## config.mk

```make
export PLATFORM = sky130hd
export DESIGN_NAME = pu_sequencer
export DESIGN_NICKNAME = d
export VERILOG_FILES = /design/src/rtl/pu_sequencer.sv
export SDC_FILE = /design/constraint.sdc
export NUM_CORES = 1
export LEC_CHECK = 0
export CORE_AREA = 4 4 75 77
export DETAILED_ROUTE_END_ITERATION = 10
export DIE_AREA = 0 0 79 81
export PLACE_DENSITY = 0.83
export SLEW_MARGIN = 20
export SYNTH_ARGS = -nofsm -noshare
export SYNTH_HDL_FRONTEND = slang
export SYNTH_SLANG_ARGS = --single-unit
export TNS_END_PERCENT = 50
```

## constraint.sdc

```tcl
create_clock -name clk -period 2.13 [get_ports clk]
set_input_delay 0.3195 -clock clk [delete_from_list [all_inputs] [get_ports clk]]
set_output_delay 0.3195 -clock clk [all_outputs]
set_load 0.02 [all_outputs]
```

## src/rtl/pu_sequencer.sv

```systemverilog
// Batch sequencer for the four-operand PU: issues one operand set per cycle and aligns results via a valid-token line.
// Define PU_SEQ_ACC_EN to enable the running result accumulator on acc.
module pu_sequencer #(
  parameter int XLEN     = 5,
  parameter int PIPE_LAT = 3,
  parameter int CNT_W    = 4
) (
  input  logic                  clk,
  input  logic                  rst,
  input  logic                  start,
  input  logic [CNT_W-1:0]      count,
  input  logic                  in_valid,
  output logic                  in_ready,
  input  logic [XLEN-1:0]       in_num1,
  input  logic [XLEN-1:0]       in_num2,
  input  logic [XLEN-1:0]       in_num3,
  input  logic [XLEN-1:0]       in_num4,
  output logic [XLEN-1:0]       pu_num1,
  output logic [XLEN-1:0]       pu_num2,
  output logic [XLEN-1:0]       pu_num3,
  output logic [XLEN-1:0]       pu_num4,
  input  logic [XLEN-1:0]       pu_result,
  output logic                  out_valid,
  output logic [XLEN-1:0]       out_result,
  output logic                  busy,
  output logic                  done,
  output logic [XLEN+CNT_W-1:0] acc
);

  typedef enum logic [1:0] {
    IDLE  = 2'd0,
    RUN   = 2'd1,
    DRAIN = 2'd2,
    DONE  = 2'd3
  } state_t;

  localparam logic [CNT_W-1:0]    CNT_ZERO   = {CNT_W{1'b0}};
  localparam logic [CNT_W-1:0]    CNT_ONE    = {{(CNT_W-1){1'b0}}, 1'b1};
  localparam logic [PIPE_LAT-1:0] LINE_EMPTY = {PIPE_LAT{1'b0}};
  localparam logic [XLEN-1:0]     X_ZERO     = {XLEN{1'b0}};

  state_t              state_r, state_s;
  logic [CNT_W-1:0]    remaining_r, count_r, retired_r;
  logic [PIPE_LAT-1:0] vline_r, vline_s;
  logic                accept_s, tail_s, launch_s;
  logic                in_ready_r, busy_r, done_r, out_valid_r;
  logic [XLEN-1:0]     pu_num1_r, pu_num2_r, pu_num3_r, pu_num4_r, out_result_r;

  // in_ready_r mirrors state RUN exactly, so it doubles as the accept qualifier.
  assign accept_s = in_valid & in_ready_r;
  assign tail_s   = vline_r[PIPE_LAT-1];
  assign launch_s = (state_r == IDLE) & start;

  // Valid-token line: a 1 enters on accept, a 0 (bubble) otherwise.
  always_comb begin
    vline_s    = vline_r << 1'b1;
    vline_s[0] = accept_s;
  end

  // Next-state decode for the batch FSM.
  always_comb begin
    state_s = state_r;
    case (state_r)
      IDLE: begin
        if (start) begin
          if (count != CNT_ZERO) begin
            state_s = RUN;
          end else begin
            state_s = DONE;
          end
        end else begin
          state_s = IDLE;
        end
      end
      RUN: begin
        if (accept_s && (remaining_r == CNT_ONE)) begin
          state_s = DRAIN;
        end else begin
          state_s = RUN;
        end
      end
      DRAIN: begin
        if ((retired_r == count_r) && (vline_r == LINE_EMPTY)) begin
          state_s = DONE;
        end else begin
          state_s = DRAIN;
        end
      end
      DONE:    state_s = IDLE;
      default: state_s = IDLE;
    endcase
  end

  // State, flag outputs and token line; flags derive from the next state so they are registered.
  always_ff @(posedge clk or negedge rst) begin
    if (!rst) begin
      state_r     <= IDLE;
      in_ready_r  <= 1'b0;
      busy_r      <= 1'b0;
      done_r      <= 1'b0;
      out_valid_r <= 1'b0;
      vline_r     <= LINE_EMPTY;
    end else begin
      state_r     <= state_s;
      in_ready_r  <= (state_s == RUN);
      busy_r      <= (state_s != IDLE);
      done_r      <= (state_s == DONE);
      out_valid_r <= tail_s;
      vline_r     <= vline_s;
    end
  end

  // Batch bookkeeping: remaining sets to accept and results retired so far.
  always_ff @(posedge clk or negedge rst) begin
    if (!rst) begin
      remaining_r <= CNT_ZERO;
      count_r     <= CNT_ZERO;
      retired_r   <= CNT_ZERO;
    end else begin
      if (launch_s) begin
        remaining_r <= count;
        count_r     <= count;
      end else if (accept_s) begin
        remaining_r <= remaining_r - CNT_ONE;
      end
      if (launch_s) begin
        retired_r <= CNT_ZERO;
      end else if (tail_s) begin
        retired_r <= retired_r + CNT_ONE;
      end
    end
  end

  // Operand drive registers hold across bubbles; result is captured with its token.
  always_ff @(posedge clk or negedge rst) begin
    if (!rst) begin
      pu_num1_r    <= X_ZERO;
      pu_num2_r    <= X_ZERO;
      pu_num3_r    <= X_ZERO;
      pu_num4_r    <= X_ZERO;
      out_result_r <= X_ZERO;
    end else begin
      if (accept_s) begin
        pu_num1_r <= in_num1;
        pu_num2_r <= in_num2;
        pu_num3_r <= in_num3;
        pu_num4_r <= in_num4;
      end
      if (tail_s) begin
        out_result_r <= pu_result;
      end
    end
  end

`ifdef PU_SEQ_ACC_EN
  logic [XLEN+CNT_W-1:0] acc_r;

  // Running sum of this batch's results, held after done until the next launch.
  always_ff @(posedge clk or negedge rst) begin
    if (!rst) begin
      acc_r <= {(XLEN+CNT_W){1'b0}};
    end else if (launch_s) begin
      acc_r <= {(XLEN+CNT_W){1'b0}};
    end else if (tail_s) begin
      acc_r <= acc_r + {{CNT_W{1'b0}}, pu_result};
    end
  end

  assign acc = acc_r;
`else
  assign acc = {(XLEN+CNT_W){1'b0}};
`endif

  assign in_ready   = in_ready_r;
  assign busy       = busy_r;
  assign done       = done_r;
  assign out_valid  = out_valid_r;
  assign out_result = out_result_r;
  assign pu_num1    = pu_num1_r;
  assign pu_num2    = pu_num2_r;
  assign pu_num3    = pu_num3_r;
  assign pu_num4    = pu_num4_r;

endmodule

```

-- Word level (Yosys, flattened, before mapping)
Index checks and enable logic that the tools add are counted.
- add/sub/neg operators: 2
- multiply operators: 0
- divide/modulo/power cells: 0
- $lt $le $gt $ge: 0
- equality and inequality tests: 7
- shift operators: 0
- multiplexer cells: 9
- bitwise operators: 2
- reduce and logical (&&, ||, !) cells: 8
- operator list (operator ; number):
    2-to-1 mux 4 bit ; 4
    case mux 2 bit (4 select lines) ; 1
    equality test 2 bit (second input constant) ; 3
    2-to-1 mux 2 bit ; 3
    nonzero test 2 bit ; 3
    adder 4 x 1 -> 4 bit (second input constant) ; 1
    equality test 2 x 1 -> 1 bit (second input constant) ; 2
    equality test 4 x 1 -> 1 bit (second input constant) ; 1
    equality test 4 bit ; 1
    nonzero test 4 bit ; 1
    subtractor 4 x 1 -> 4 bit (second input constant) ; 1
    logical NOT 3 bit ; 1
    bitwise AND 1 bit ; 2
    logical AND 1 bit ; 2
    logical NOT 2 bit ; 1
    2-to-1 mux 1 bit ; 1
- bits in registers: 46
- bits in latches: 0
- bits in writable memories: 0
- bits in read-only memories: 0
- bits of input ports: 33
- output and inout port bits: 38
- logic and storage cells: 42
- memories kept: 0

-- Longest topological paths before layout
Gate-level depths: netlist of the first run.
- word-level depth: 5
- gate-level depth with buffers: 7
- gate-level depth less buffers: 7

-- Worst setup path before layout of the first run
No wires, ideal clock.
- path type: flip-flop to flip-flop
- start point: reg in_ready_r, in the netlist in_ready
- end point: reg busy_r, in the netlist busy
- setup time: 0.136 ns
- arrival: 1.274 ns
- data required time: 1.994 ns
- path slack: 0.720 ns
- stages on the path, launching flop included: 5
- path buffers: 0
- period minus slack after synthesis: 1.410 ns
- path through: dfrtp_1 -> nand2_1 -> o311a_1 -> a211oi_2 -> nand2_1
- longest elaborated chain between the ends: 5
- ends and longest elaborated chain (item ; line ; source):
    start: declaration ; 46 ; logic in_ready_r, busy_r, done_r, out_valid_r;
    start signal: assignment ; 105 ; in_ready_r <= (state_s == RUN);
    bitwise AND 1 bit ; 50 ; assign accept_s = in_valid & in_ready_r;
    logical AND 1 bit ; 76 ; if (accept_s && (remaining_r == CNT_ONE)) begin
    2-to-1 mux 2 bit ; 76 ;
    case mux 2 bit (4 select lines) ; 63 ; case (state_r)
    nonzero test 2 bit ; 106 ; busy_r <= (state_s != IDLE);
    end signal: assignment ; 106 ;
    end: declaration ; 46 ;
Every way passes these cells.
A chain may end at the register's enable or synchronous reset.

-- Worst setup path after layout of the first run
- start point: reg pu_num1_r[1], in the netlist pu_num1[1]
- end point: out pu_num1[1]
- RTL lines (item ; line ; source):
    start: declaration ; 47 ; logic [XLEN-1:0] pu_num1_r, pu_num2_r, pu_num3_r, pu_num4_r, out_result_r;
    start signal: assignment ; 144 ; pu_num1_r <= in_num1;
    end: declaration ; 18 ; output logic [XLEN-1:0] pu_num1,
No word-level cell between the ends.

==> metrics.txt, run 1 <==
# TYPE chip_impl_metric gauge
chip_impl_info{name="run_status",value="complete, no violations"} 1
chip_impl_metric{name="total_standard_cell_area_after_synthesis",unit="mm2"} 0.00192
chip_impl_metric{name="drt-pass1-iter-count",unit=""} 4
chip_impl_info{name="cp_top_family",value="buffers and inverters"} 1
chip_impl_metric{name="synthesis.yosys.warnings",unit=""} 0
chip_impl_metric{name="ctsLongestPathBuffers",unit=""} 2
chip_impl_metric{name="totalWireLength",unit="um"} 3760
chip_impl_metric{name="first_global_vias",unit=""} 1370
chip_impl_metric{name="areaGrowthSynthToFinish",unit="%"} 38.4
chip_impl_metric{name="clock_insertion_delay_worst_skew",unit="ps"} 280
chip_impl_info{name="clock_tree.root_cell",value="clkbuf_8"} 1
chip_impl_metric{name="antenna_found_initial",unit=""} 0
chip_impl_metric{name="final_core_utilization",unit="%"} 53.2
chip_impl_metric{name="fin_worst_skew",unit="ps"} 2.68
chip_impl_info{name="yosys.cell_count.top_type",value="dfrtp_1"} 1
chip_impl_metric{name="hold_viol",unit=""} 0
chip_impl_metric{name="synthesis.area_per_instance",unit="um2"} 13.0
chip_impl_info{name="rr_startpoint",value="remaining_r[1]"} 1
chip_impl_metric{name="critical_path_peak_fanout",unit=""} 2
chip_impl_metric{name="final.min_clock_period",unit="ps"} 1590
chip_impl_info{name="worstPathCellList",value="clkdlybuf4s50_1"} 1
chip_impl_metric{name="power_switching_share",unit="%"} 35.8
chip_impl_metric{name="vdd.ir_drop.worst",unit="mV"} 0.576
chip_impl_metric{name="slowest_delay",unit="ps"} 620
chip_impl_metric{name="clkSinkCount",unit=""} 46
chip_impl_metric{name="max_clock_freq",unit="MHz"} 630
chip_impl_metric{name="antenna_cells_inserted",unit=""} 0
chip_impl_info{name="worst-setup-path-type",value="flop to primary output"} 1
chip_impl_info{name="post_synth_main_area_contributors",value="dfrtp_1 (60%), mux2_2 (15%), buf_4 (3.9%)"} 1
chip_impl_metric{name="power_frac_clock",unit="%"} 13.3
chip_impl_metric{name="route.vias.total",unit=""} 1276
chip_impl_info{name="crit_path_end_kind",value="primary output"} 1
chip_impl_metric{name="timing.max_cap.violations",unit=""} 0
chip_impl_metric{name="worst_slew_pin_slew",unit="ps"} 772
chip_impl_metric{name="fp.coreArea",unit="mm2"} 0.00501
chip_impl_metric{name="seq_area_frac_synth",unit="%"} 59.8
chip_impl_metric{name="row_count",unit=""} 26
chip_impl_info{name="setup_repair_after_global_routing_missed_its_margin",value="false"} 1
chip_impl_info{name="cell_with_the_largest_stage_delay_on_the_worst_path",value="clkdlybuf4s50_1"} 1
chip_impl_metric{name="report.final.slew_viol_count",unit=""} 0
chip_impl_metric{name="totalNegativeSetupSlack",unit="ps"} 0
chip_impl_metric{name="cellInternalPower",unit="mW"} 2.44
chip_impl_metric{name="die-width",unit="um"} 79
chip_impl_metric{name="portion_of_total_power_attributed_to_sequential_cells",unit="%"} 40.2
chip_impl_info{name="cts_tree",value="done"} 1
chip_impl_metric{name="port_buffers",unit=""} 61
chip_impl_metric{name="drive_gt1_share",unit="%"} 18.7
chip_impl_metric{name="route.detailed.wl_per_inst",unit="um"} 13.2
chip_impl_metric{name="fin_worst_hold_slack",unit="ps"} 101
chip_impl_metric{name="cts_made_buffers",unit=""} 5
chip_impl_metric{name="grt_remaining_overflow",unit=""} 0
chip_impl_metric{name="async_reset_ff_share",unit="%"} 100
chip_impl_metric{name="detail_route.iter0.violations",unit=""} 24
chip_impl_metric{name="grt_first_pass_wirelength",unit="um"} 6330
chip_impl_metric{name="power_leakage",unit="nW"} 1.18
chip_impl_metric{name="initial_core_util",unit="%"} 38.4
chip_impl_metric{name="period_share",unit="%"} 74.5
chip_impl_info{name="synth_common_cells",value="dfrtp_1 (46), mux2_2 (25), nand2_1 (17), buf_4 (10), nor2_1 (8)"} 1
chip_impl_info{name="sort_of_element_at_the_start_of_the_critical_path",value="flop"} 1
chip_impl_metric{name="required_time_reported_for_the_critical_path_endpoint",unit="ps"} 1810
chip_impl_metric{name="synth_enable_flop_cells",unit=""} 0
chip_impl_metric{name="post_cts_resized",unit=""} 0
chip_impl_metric{name="setup_viol_count_final",unit=""} 0
chip_impl_metric{name="antenna_left",unit=""} 0
chip_impl_metric{name="remaining_drc_errors",unit=""} 0
chip_impl_metric{name="dp_hpwl",unit="um"} 2900
chip_impl_info{name="crit_start",value="pu_num1[1]"} 1
chip_impl_metric{name="finalNonFillerCells",unit=""} 284
chip_impl_metric{name="maximum_number_of_pins_on_one_net_before_global_route_repair",unit=""} 36
chip_impl_metric{name="total_power",unit="mW"} 3.80
chip_impl_metric{name="synth_cells",unit=""} 148
chip_impl_metric{name="critPathBufInv",unit=""} 1
chip_impl_metric{name="number_of_distinct_library_cells_after_synthesis",unit=""} 27
chip_impl_metric{name="dieArea",unit="mm2"} 0.00640
chip_impl_metric{name="arrival_time_reported_for_the_critical_path_endpoint",unit="ps"} 1270
chip_impl_metric{name="die_h",unit="um"} 81
chip_impl_metric{name="synth-seq-cells",unit=""} 46
chip_impl_metric{name="slew-limit-headroom",unit="%"} 48.6
chip_impl_metric{name="cts.clk_slew.worst_paths",unit="ps"} 70
chip_impl_metric{name="finalNetCount",unit=""} 251
chip_impl_metric{name="routability_congestion",unit=""} 0.844
chip_impl_metric{name="grt.total_usage",unit="%"} 12.9
chip_impl_metric{name="cts_hold_buf",unit=""} 0
chip_impl_metric{name="post-synth-top-area-fraction",unit="%"} 59.8
chip_impl_metric{name="post_cts_setup_inserts",unit=""} 0
chip_impl_metric{name="power_density_over_cell_area",unit="mW/mm2"} 1430
chip_impl_metric{name="cts.htree.levels",unit=""} 2
chip_impl_info{name="holdCritPathClass",value="primary input to async pin"} 1
chip_impl_metric{name="io-pin-count",unit=""} 71
chip_impl_info{name="dominantRegCellSynth",value="dfrtp_1"} 1
chip_impl_metric{name="numPlacedInstances",unit=""} 278
chip_impl_metric{name="post_drt_via_cell_ratio",unit=""} 4.49
chip_impl_metric{name="relative_contribution_of_combinational_cells_to_total_power",unit="%"} 46.5
chip_impl_info{name="synth_largest_area_cell",value="dfrtp_1"} 1
chip_impl_metric{name="switching_power",unit="mW"} 1.36
==> metal layers <==
metal / GRT usage [%] / up-vias / wire (um)
li1: - / 604 / -
met4: 3.61 / 0 / 39
met1: 14.7 / 617 / 1520
met3: 6.76 / 7 / 383
met2: 21.1 / 48 / 1810
met5: 0 / - / 0
==> through the flow <==
step / area [um2] / worst slack (ps)
finish: 2660 / 542
global route: 2660 / 469
CTS: 2660 / 525
detailed placement: 2580 / 328
global placement: 2580 / 353
floorplan: 1950 / 720
==> layout by cell type (no fill, tap or decap), drive strengths merged, types with 2 or more instances in the layout <==
master,netlist,layout
nor2,9,9
xor2,7,7
xnor2,3,3
buf,13,5
nand2b,2,2
inv,6,6
clkbuf,0,6
conb,1,9
ha,3,3
dfrtp,46,46
o21ai,4,4
nor4,3,3
nand2,17,17
mux2,25,25
clkdlybuf4s50,0,60
==> worst register-to-register path, cell delays in order, from the launching register on <==
cell and delay (ps):
dfrtp_1 400, inv_1 80, ha_1 140, nand2b_1 70, o311a_1 300, a211oi_2 290
nand2_1 90
==> logic make-up after synthesis <==
family,count (synthesis),synth area share (%)
AO/OA/AOI/OAI,9,3.32
adder cells (fa/ha/maj),3,1.95
buffers and inverters,19,6.18
other,1,0.195
AND/OR/NAND/NOR,34,8.84
flip-flops,46,59.8
multiplexers,26,15.1
XOR/XNOR,10,4.55
==> sequential cells by signal, summed over array words and instances, names as in the netlist <==
| signal | cells |
|---|---|
| state_r | 2 |
| in_ready | 1 |
| out_valid | 1 |
| pu_num1 | 5 |
| done | 1 |
| retired_r | 4 |
| out_result | 5 |
| pu_num4 | 5 |
| busy | 1 |
| vline_r | 3 |
| remaining_r | 4 |
| count_r | 4 |
| pu_num2 | 5 |
| pu_num3 | 5 |
==> cell type report <==
type	count	area (um2)
repair buffers	65	636
clock buffers	6	82.6
well taps	70	87.6
fillers	453	2350
multi-input cells	91	684
flip-flops and latches	46	1150
inverters	6	22.5
==> final timing paths <==
check	depth (start not counted)	endpoint	slack (ps)
setup reg to reg	6	busy	630
hold / removal	1	count_r[1]	100
setup / recovery	1	pu_num1[1]	540
min in group clk	0	vline_r[1]	390
max in group asynchronous	2	pu_num1[2]	1410
hold reg to reg	0	vline_r[1]	390
==> power by group through the flow <==
stage	logic (mW)	registers [mW]	clock network [mW]
2_1_floorplan	0.719	1.83	0
5_1_grt	1.91	1.59	0.566
3_5_place_dp	1.79	1.54	0
3_3_place_gp	1.75	1.53	0
6_report	1.77	1.53	0.506
4_1_cts	1.80	1.53	0.531
(Power assumes the default switching activity.)
==> run 2, diff against run 1 <==
CORE_AREA = 4 4 76 78   (was 4 4 75 77)
DIE_AREA = 0 0 80 82   (was 0 0 79 81)
PLACE_DENSITY = 0.84   (was 0.83)
clock period = 1.3 ns   (was 2.13 ns; I/O delays follow)
==> metrics.txt, run 2 (synthesis results as in run 1) <==
# TYPE chip_impl_metric gauge
chip_impl_metric{name="dp_hpwl",unit="um"} 2910
chip_impl_metric{name="grt_remaining_overflow",unit=""} 0
chip_impl_metric{name="cts.clk_slew.worst_paths",unit="ps"} 80
chip_impl_metric{name="cts_made_buffers",unit=""} 5
chip_impl_metric{name="critical_path_peak_fanout",unit=""} 4
chip_impl_metric{name="antenna_left",unit=""} 0
chip_impl_metric{name="detail_route.iter0.violations",unit=""} 66
chip_impl_metric{name="io-pin-count",unit=""} 71
chip_impl_info{name="setup_repair_after_global_routing_missed_its_margin",value="true"} 1
chip_impl_metric{name="die-width",unit="um"} 80
chip_impl_metric{name="clkSinkCount",unit=""} 46
chip_impl_metric{name="finalInstanceArea",unit="mm2"} 0.00277
chip_impl_info{name="failed_checks",value="setup timing"} 1
chip_impl_metric{name="antenna_cells_inserted",unit=""} 0
chip_impl_metric{name="route.vias.total",unit=""} 1315
chip_impl_metric{name="fp.coreArea",unit="mm2"} 0.00507
chip_impl_info{name="run_status",value="finished, violations left"} 1
chip_impl_metric{name="power_density_over_cell_area",unit="mW/mm2"} 2290
chip_impl_metric{name="grt.total_usage",unit="%"} 12.6
chip_impl_metric{name="postLayoutSetupSlackWorst",unit="ps"} -118
chip_impl_metric{name="final_core_utilization",unit="%"} 54.6
chip_impl_info{name="clock_tree.root_cell",value="clkbuf_8"} 1
chip_impl_metric{name="hold_viol",unit=""} 0
chip_impl_info{name="layout.cells.most_common_list",value="dfrtp_1 (45), clkdlybuf4s50_1 (31), dlygate4sd2_1 (29), mux2_2 (25), nand2_1 (16)"} 1
chip_impl_metric{name="ctsLongestPathBuffers",unit=""} 2
chip_impl_info{name="worst-setup-path-type",value="flop to flop"} 1
chip_impl_metric{name="setup_viol_count_final",unit=""} 4
chip_impl_metric{name="finalNetCount",unit=""} 261
chip_impl_metric{name="totalWireLength",unit="um"} 3900
chip_impl_info{name="sort_of_element_at_the_start_of_the_critical_path",value="flop"} 1
chip_impl_metric{name="dieArea",unit="mm2"} 0.00656
chip_impl_metric{name="areaGrowthSynthToFinish",unit="%"} 44.0
chip_impl_metric{name="port_buffers",unit=""} 61
chip_impl_metric{name="route.detailed.wl_per_inst",unit="um"} 13.2
chip_impl_metric{name="detailed_place.area",unit="mm2"} 0.00268
chip_impl_metric{name="fin_worst_skew",unit="ps"} 4.16
chip_impl_metric{name="slowest_delay",unit="ps"} 380
chip_impl_metric{name="drive_gt1_share",unit="%"} 24.8
chip_impl_metric{name="maximum_number_of_pins_on_one_net_before_global_route_repair",unit=""} 47
chip_impl_metric{name="post_cts_setup_inserts",unit=""} 0
chip_impl_metric{name="initial_core_util",unit="%"} 37.9
chip_impl_info{name="cts_tree",value="done"} 1
chip_impl_metric{name="remaining_drc_errors",unit=""} 0
chip_impl_metric{name="cts.htree.levels",unit=""} 2
chip_impl_info{name="worstPathCellList",value="inv_1 > ha_1 > nand2b_1 > o311a_1 > a211oi_2 > nor2_1"} 1
chip_impl_metric{name="die_h",unit="um"} 82
chip_impl_metric{name="timing.max_cap.violations",unit=""} 0
chip_impl_metric{name="required_time_reported_for_the_critical_path_endpoint",unit="ps"} 1480
chip_impl_metric{name="row_count",unit=""} 26
chip_impl_info{name="final_common_cell",value="dfrtp_1"} 1
chip_impl_metric{name="arrival_time_reported_for_the_critical_path_endpoint",unit="ps"} 1600
chip_impl_metric{name="power_leakage",unit="nW"} 1.31
chip_impl_metric{name="period_share",unit="%"} 109
chip_impl_metric{name="post_drt_via_cell_ratio",unit=""} 4.44
chip_impl_info{name="cell_with_the_largest_stage_delay_on_the_worst_path",value="dfrtp_1"} 1
chip_impl_info{name="cp_top_family",value="compound AO/OA/AOI/OAI gates"} 1
chip_impl_metric{name="max_clock_freq",unit="MHz"} 705
chip_impl_metric{name="drt-pass1-iter-count",unit=""} 4
chip_impl_metric{name="vdd.ir_drop.worst",unit="mV"} 1.13
chip_impl_info{name="holdCritPathClass",value="flop to flop"} 1
chip_impl_metric{name="routability_congestion",unit=""} 0.786
chip_impl_metric{name="first_global_vias",unit=""} 1431
chip_impl_metric{name="grt_first_pass_wirelength",unit="um"} 6270
chip_impl_info{name="crit_path_end_kind",value="flop"} 1
chip_impl_metric{name="clock_insertion_delay_worst_skew",unit="ps"} 300
chip_impl_metric{name="critPathBufInv",unit=""} 1
chip_impl_metric{name="report.final.slew_viol_count",unit=""} 0
chip_impl_metric{name="antenna_found_initial",unit=""} 0
chip_impl_metric{name="final.min_clock_period",unit="ps"} 1420
## run 2: power by group
| part | switching (mW) | leakage [nW] | total (mW) | internal [mW] |
|---|---|---|---|---|
| Sequential | 0.352 | 0.563 | 2.43 | 2.08 |
| Clock | 0.470 | 0.0579 | 1.04 | 0.565 |
| Combinational | 1.49 | 0.686 | 2.87 | 1.37 |
## run 2: path summary, 6_finish.rpt
path	from	end	slack (ps)	cells after the start
min	vline_r[0]	vline_r[1]	380	0
max	remaining_r[1]	done	-120	6
max reg2reg	remaining_r[1]	done	-120	6
min in group asynchronous	rst	out_result[4]	390	3
min reg2reg	vline_r[0]	vline_r[1]	380	0
max in group asynchronous	rst	in_ready	680	3
## run 2: timing repair
action,in CTS,in global routing
setup endpoints to repair,33,30
pin swaps,0,2
cloned,0,0
hold buffers,1,0
gates resized for setup,29,6
hold endpoints to repair,46,0
## run 2: per-layer routing
metal / vias to the layer above / wire length, um / track usage [%] / share of wire [%]
met2: 53 / 1880 / 21.5 / 48
met5: - / 0 / 0 / 0
met1: 625 / 1590 / 13.9 / 41
li1: 629 / - / - / -
met4: 0 / 76 / 6.08 / 2.0
met3: 8 / 356 / 4.82 / 9.1
## run 2: metrics by stage
step	power [mW]	hold slack, ps	cells	setup TNS (ps)	setup WS, ps
2_1_floorplan	4.18	-101	156	-102	-43.3
3_3_place_gp	5.55	193	287	-5490	-247
3_5_place_dp	5.65	196	287	-6920	-305
4_1_cts	6.39	386	296	-452	-128
5_1_grt	6.76	406	296	-831	-221
6_report	6.33	379	296	-429	-118
## run 2: layout make-up
type,count,area (um2)
Fill cell,447,2300
Sequential cell,46,1150
Timing Repair Buffer,75,702
Multi-Input combinational cell,91,698
Tap cell,70,87.6
Clock buffer,5,68.8
Clock inverter,3,40.0
Inverter,6,22.5
## run 2: worst reg2reg max path, delay by kind of cell, from the launching register on
family,cells,cell delay (ps)
buf+inv,1,70
flops,1,380
fa+ha+maj,1,140
simple gates,2,160
compound gates,2,560
